`src/rtl/ring_pkg.sv`:
```
// Shared constants and FSM state encoding for the ring-buffer drain serializer.
// Latency: n/a (type and constant definitions only).
// Backpressure: n/a.
package ring_pkg;

    // Start bit + data bits + stop bit on the serial line.
    localparam int FRAME_BITS = 10;
    // Payload width of one popped ring-buffer entry.
    localparam int DATA_BITS  = 8;

    typedef enum logic [2:0] {
        IDLE  = 3'd0,
        POP   = 3'd1,
        LOAD  = 3'd2,
        START = 3'd3,
        DATA  = 3'd4,
        STOP  = 3'd5
    } state_t;

endpackage

```
`src/rtl/ring_drain_tx_if.sv`:
```
// Bundle of the ring-buffer read side and the serial line of ring_drain_tx.
// Latency: n/a (wiring only).
// Backpressure: fifo_empty/tx_enable gate pops; the serial side has no backpressure.
interface ring_drain_tx_if;
    import ring_pkg::*;

    logic                 tx_enable;
    logic                 fifo_empty;
    logic [DATA_BITS-1:0] fifo_rdata;
    logic                 fifo_rd_en;
    logic                 tx;
    logic                 busy;
    logic                 byte_done;

    // Serializer side: consumes ring-buffer status/data, drives the line.
    modport master (
        input  tx_enable,
        input  fifo_empty,
        input  fifo_rdata,
        output fifo_rd_en,
        output tx,
        output busy,
        output byte_done
    );

    // Environment side: ring buffer plus whatever watches the line.
    modport slave (
        output tx_enable,
        output fifo_empty,
        output fifo_rdata,
        input  fifo_rd_en,
        input  tx,
        input  busy,
        input  byte_done
    );

endinterface

```
`src/rtl/ring_drain_tx_bit_timer.sv`:
```
// Bit-period counter: tick is high on the last clk of each CLKS_PER_BIT period.
// Latency: first tick CLKS_PER_BIT-1 cycles after clear drops.
// Backpressure: none; clear holds the count at zero.
module bit_timer #(
    parameter int CLKS_PER_BIT = 4
) (
    input  logic clk,
    input  logic rst,
    input  logic clear,
    output logic tick
);

    logic [7:0] cnt;

    assign tick = (cnt == 8'(CLKS_PER_BIT - 1));

    // Count up each cycle, wrapping at the end of a bit period or on clear.
    always_ff @(posedge clk or posedge rst) begin
        if (rst) begin
            cnt <= '0;
        end else if (clear || tick) begin
            cnt <= '0;
        end else begin
            cnt <= cnt + 8'd1;
        end
    end

endmodule

```
`src/rtl/ring_drain_tx.sv`:
```
// Pops one byte at a time from an upstream ring buffer and sends it as an 8N1 frame.
// Latency: tx falls 3 edges after non-empty is sampled in IDLE; frame is 10*CLKS_PER_BIT.
// Backpressure: no pop while tx_enable=0 or fifo_empty=1; a started frame always completes.
module ring_drain_tx
    import ring_pkg::*;
#(
    parameter int CLKS_PER_BIT = 4
) (
    input  logic            clk,
    input  logic            rst,
    ring_drain_tx_if.master bus
);

    state_t               state;
    logic [DATA_BITS-1:0] shreg;
    logic [2:0]           bit_idx;
    logic                 tick;
    logic                 timer_clear;

    // The timer sits at zero through IDLE/POP/LOAD so START begins a fresh
    // period; afterwards its own wrap on tick restarts every following bit.
    assign timer_clear = (state == IDLE) || (state == POP) || (state == LOAD);

    bit_timer #(
        .CLKS_PER_BIT (CLKS_PER_BIT)
    ) u_bit_timer (
        .clk   (clk),
        .rst   (rst),
        .clear (timer_clear),
        .tick  (tick)
    );

    // Decoded from flops only (state and timer count), so no input reaches it
    // combinationally; it marks the final cycle of the stop bit.
    assign bus.byte_done = (state == STOP) && tick;

    // Frame sequencer: pop, capture, then shift start/data/stop onto tx.
    always_ff @(posedge clk or posedge rst) begin
        if (rst) begin
            state          <= IDLE;
            shreg          <= '0;
            bit_idx        <= '0;
            bus.tx         <= 1'b1;
            bus.fifo_rd_en <= 1'b0;
            bus.busy       <= 1'b0;
        end else begin
            case (state)
                IDLE: begin
                    if (bus.tx_enable && !bus.fifo_empty) begin
                        state          <= POP;
                        bus.fifo_rd_en <= 1'b1;
                        bus.busy       <= 1'b1;
                    end
                end
                POP: begin
                    bus.fifo_rd_en <= 1'b0;
                    state          <= LOAD;
                end
                LOAD: begin
                    // Ring buffer presents the popped entry this cycle.
                    shreg  <= bus.fifo_rdata;
                    bus.tx <= 1'b0;
                    state  <= START;
                end
                START: begin
                    if (tick) begin
                        bus.tx  <= shreg[0];
                        shreg   <= shreg >> 1;
                        bit_idx <= '0;
                        state   <= DATA;
                    end
                end
                DATA: begin
                    if (tick) begin
                        if (bit_idx == 3'(DATA_BITS - 1)) begin
                            bus.tx <= 1'b1;
                            state  <= STOP;
                        end else begin
                            bus.tx  <= shreg[0];
                            shreg   <= shreg >> 1;
                            bit_idx <= bit_idx + 3'd1;
                        end
                    end
                end
                STOP: begin
                    if (tick) begin
                        bus.busy <= 1'b0;
                        state    <= IDLE;
                    end
                end
                default: begin
                    state          <= IDLE;
                    bus.tx         <= 1'b1;
                    bus.fifo_rd_en <= 1'b0;
                    bus.busy       <= 1'b0;
                end
            endcase
        end
    end

endmodule

```
`src/flat_wrapper.sv`:
```
// flat-port wrapper written by rule: the top's interface ports become plain ports
module ring_drain_tx_flat import ring_pkg::*;
#(
    parameter int CLKS_PER_BIT = 4
)
  (clk, rst, bus_tx_enable, bus_fifo_empty, bus_fifo_rdata, bus_fifo_rd_en, bus_tx, bus_busy, bus_byte_done);
  ring_drain_tx_if bus_i ();
  input  logic clk;
  input  logic rst;
  input wire logic [$bits(bus_i.tx_enable)-1:0] bus_tx_enable;
  input wire logic [$bits(bus_i.fifo_empty)-1:0] bus_fifo_empty;
  input wire logic [$bits(bus_i.fifo_rdata)-1:0] bus_fifo_rdata;
  output wire logic [$bits(bus_i.fifo_rd_en)-1:0] bus_fifo_rd_en;
  output wire logic [$bits(bus_i.tx)-1:0] bus_tx;
  output wire logic [$bits(bus_i.busy)-1:0] bus_busy;
  output wire logic [$bits(bus_i.byte_done)-1:0] bus_byte_done;
  assign bus_i.tx_enable = bus_tx_enable;
  assign bus_i.fifo_empty = bus_fifo_empty;
  assign bus_i.fifo_rdata = bus_fifo_rdata;
  assign bus_fifo_rd_en = bus_i.fifo_rd_en;
  assign bus_tx = bus_i.tx;
  assign bus_busy = bus_i.busy;
  assign bus_byte_done = bus_i.byte_done;
  ring_drain_tx #(.CLKS_PER_BIT(CLKS_PER_BIT)) u_core (.clk(clk), .rst(rst), .bus(bus_i));
endmodule
```
`config.mk`:
```
export PLATFORM = sky130hd
export DESIGN_NAME = ring_drain_tx_flat
export DESIGN_NICKNAME = d
export VERILOG_FILES = /design/src/rtl/ring_pkg.sv /design/src/rtl/ring_drain_tx_if.sv /design/src/rtl/ring_drain_tx_bit_timer.sv /design/src/rtl/ring_drain_tx.sv /design/src/flat_wrapper.sv
export SDC_FILE = /design/constraint.sdc
export NUM_CORES = 1
export LEC_CHECK = 0
export CAP_MARGIN = 20
export CORE_MARGIN = 2
export CORE_UTILIZATION = 51
export CTS_CLUSTER_SIZE = 16
export DETAILED_ROUTE_END_ITERATION = 12
export HOLD_SLACK_MARGIN = 0.12
export PLACE_DENSITY = 0.71
export SETUP_SLACK_MARGIN = 0.05
export SLEW_MARGIN = 20
export SYNTH_ARGS = -nofsm -noshare
export SYNTH_HDL_FRONTEND = slang
export SYNTH_SLANG_ARGS = --single-unit
```
`constraint.sdc`:
```
create_clock -name clk -period 2.18 [get_ports clk]
set_input_delay 0.327 -clock clk [delete_from_list [all_inputs] [get_ports clk]]
set_output_delay 0.327 -clock clk [all_outputs]
set_load 0.005 [all_outputs]
```
==> key figures <==
Place
  • Area post-placement: 0.00156 sq mm
  • Final Wtd Congestion: 0.826
  • DP HPWL: 1.90 mm
  • IO buf count: 15

Route
  • Remaining DRCs: 0
  • Wirelength per Cell: 14.7 um
  • DRT antenna net count: 0
  • Post-Route WL: 2.61 mm
  • Detailed router's first-iteration violation count: 27
  • Router iterations before antenna repair: 4
  • Vias per cell: 5.69
  • Vias: 1012

Timing
  • Setup TNS: 0 ns
  • Clock Skews: 0.00669 ns
  • Final hold vios: 0
  • Fmax: 502 MHz
  • RSZ-0062 raised after global routing: false
  • Slew Limit Headroom: 0.624
  • Final Cycle Share: 0.914
  • Slew @ Worst Pin: 0.560 ns
  • Min Tclk post-route: 1.99 ns
  • Fin. max-slew vios: 0
  • Setup violators final: 0

Synthesis
  • Synth unique cells: 40
  • Count leader, synth: dfrtp_1
  • Cell count after synthesis: 124
  • Sequential-to-total area share from yosys stat: 0.460
  • Synthesized flop and latch total: 25
  • Syn_nets: 139
  • Post-synth EDFFs: 0
  • Async set-reset flop share out of synthesis: 1.00
  • Synth cell count leaders: dfrtp_1 (24), mux2_2 (15), nor2_1 (11), nand3_1 (6)
  • Top-area cell type share of the netlist area: 0.441
  • Synth area leaders: dfrtp_1 (44%), mux2_2 (12%), xor2_1 (3.2%)
  • Cell taking the most area after synthesis: dfrtp_1
  • Synth Area per Inst: 11.0 sq um
  • Synthesized area: 0.00136 sq mm
  • Main synth FF type: dfrtp_1
  • Yosys synthesis warning count: 0

Clock tree
  • Worst skew pair latency: 0.32 ns
  • Max clock buf depth: 2
  • CTS root buffer: clkbuf_4
  • CTS tree: done
  • Post-CTS Hold Buffers: 0
  • CTS sink cnt: 25
  • Clock-pin slew on the worst setup and hold paths: 0.14 ns
  • CTS HTree Levels: 1
  • CTS Buf Count: 3

Final layout
  • Register area: 628 sq um
  • Multi-input gate area: 686 sq um
  • Fin area: 0.00163 sq mm
  • # fillers: 203
  • Area grow syn2layout: 19.7%
  • # nets final: 164
  • Layout cell share with drive strength beyond 1: 0.257
  • # diodes: 0

Global routing
  • Vias in the first global route: 1018
  • Largest net degree at the start of global routing: 15
  • Total grt overflow: 0
  • Initial antenna violation count: 0
  • First-pass GRT wire length: 4.58 mm
  • GR Util All Layers: 0.184

Min path
  • Hold Path Class: in2async

Worst setup path
  • Startpoint types: register
  • Worst Path Arrival: 2.21 ns
  • R2R Setup Slk: 0.19 ns
  • Reg-to-reg endpoint: u_core.shreg[6]$_DFFE_PP0P_
  • Reg2reg start: u_core.u_bit_timer.cnt[7]$_DFF_PP0_
  • Critical Path Fanout Max: 8
  • Setup crit end kind: register
  • WS Path Type: reg2reg
  • CP required: 2.40 ns
  • Cells on worst reg2reg path: 6

Floorplan
  • Area of the die: 0.00310 sq mm
  • Rows: 18
  • Ports: 16
  • Core area: 0.00250 sq mm
  • Die width: 55.7 um
  • Die Ht: 55.7 um
  • Starting Density: 0.545

Run status
  • Outcome: complete, no violations

Power and ir drop
  • Leak pwr: 0.734 nW
  • Power per cell area: 926 mW/mm^2
  • Peak supply drop: 578 uV

Job
  • Max Cap Viol: 0
==> logic make-up after synthesis <==
kind of cell,count (synthesis),synth area share
AO/OA/AOI/OAI,25,0.140
XOR/XNOR,6,0.0386
adder cells (fa/ha/maj),3,0.0276
buffers and inverters,11,0.0377
flip-flops,25,0.460
multiplexers,17,0.140
AND/OR/NAND/NOR,37,0.156
==> worst max-delay path by stage <==
stage,start,endpoint,cells after the start
after floorplan,u_core.state[0]$_DFFE_PP0P_,u_core.shreg[0]$_DFFE_PP0P_,5
after global placement,u_core.u_bit_timer.cnt[3]$_DFF_PP0_,bus_byte_done,4
after detailed placement,u_core.u_bit_timer.cnt[3]$_DFF_PP0_,bus_byte_done,4
after CTS,u_core.u_bit_timer.cnt[7]$_DFF_PP0_,u_core.shreg[6]$_DFFE_PP0P_,6
after global routing,u_core.u_bit_timer.cnt[7]$_DFF_PP0_,u_core.shreg[1]$_DFFE_PP0P_,6
final,u_core.u_bit_timer.cnt[7]$_DFF_PP0_,u_core.shreg[6]$_DFFE_PP0P_,6
==> stage by stage <==
| step | hold WS, ns | total power (W) | util | instances | setup WS, ns |
|---|---|---|---|---|---|
| after floorplan | 0.354 | 0.00111 | - | 124 | 0.302 |
| after global placement | 0.476 | 0.00126 | 0.625 | 169 | 0.218 |
| after detailed placement | 0.471 | 0.00129 | 0.625 | 169 | 0.197 |
| after CTS | 0.313 | 0.00151 | 0.652 | 178 | 0.181 |
| after global routing | 0.341 | 0.00161 | 0.652 | 178 | 0.0746 |
| final | 0.298 | 0.00151 | 0.652 | 178 | 0.188 |
==> cells in the final DEF (no fill, tap or decap), types with 3 or more instances in the layout <==
cell             instances
nor2_1                  11
xor2_1                   5
and3_1                   3
inv_1                    5
nand3_1                  6
mux2_2                  15
clkdlybuf4s50_1         14
a21oi_1                  5
o2bb2ai_1                4
buf_4                   11
nand2_1                  4
o21ai_0                  3
dfrtp_1                 23
nor2b_1                  3
clkbuf_4                 3
==> per-layer routing <==
metal / track usage / up-vias / share of wire
met5: 0 / - / 0
met4: 0.0523 / 0 / 0
met3: 0.0209 / 0 / 0.016
met2: 0.325 / 9 / 0.52
met1: 0.237 / 509 / 0.46
li1: - / 494 / -
==> layout make-up <==
class | count | share of cell area
sequential | 25 | 0.386
clock buffer | 3 | 0.0138
tap | 30 | 0.0230
inverter | 5 | 0.0115
clock inverter | 1 | 0.00307
timing repair buffer | 26 | 0.142
multi-input combinational | 88 | 0.421
==> where the power goes <==
| group | switching, W | internal [W] |
|---|---|---|
| clock network | 0.000140 | 0.0000686 |
| registers | 0.0000644 | 0.000568 |
| logic | 0.000309 | 0.000357 |
==> timing repair <==
| item | 4_1_cts | 5_1_grt |
|---|---|---|
| buffers inserted | 5 | 0 |
| setup endpoints to repair | 1 | 0 |
| gates resized for setup | 3 | 0 |
==> critical path: stages, from the launching register on <==
cell	delay, ns
dfrtp_1	0.44
nor4_4	0.32
buf_4	0.15
buf_4	0.11
a31oi_1	0.17
o32ai_4	0.32
mux2_2	0.39
==> sequential cells by signal, summed over array words and instances (netlist names) <==
name                    cells
u_core.shreg                8
u_core.u_bit_timer.cnt      8
u_core.bit_idx              3
u_core.state                3
u_core.bus.busy             1
u_core.bus.fifo_rd_en       1
u_core.bus.tx               1
No activity file was read; power rests on OpenSTA's default activity.
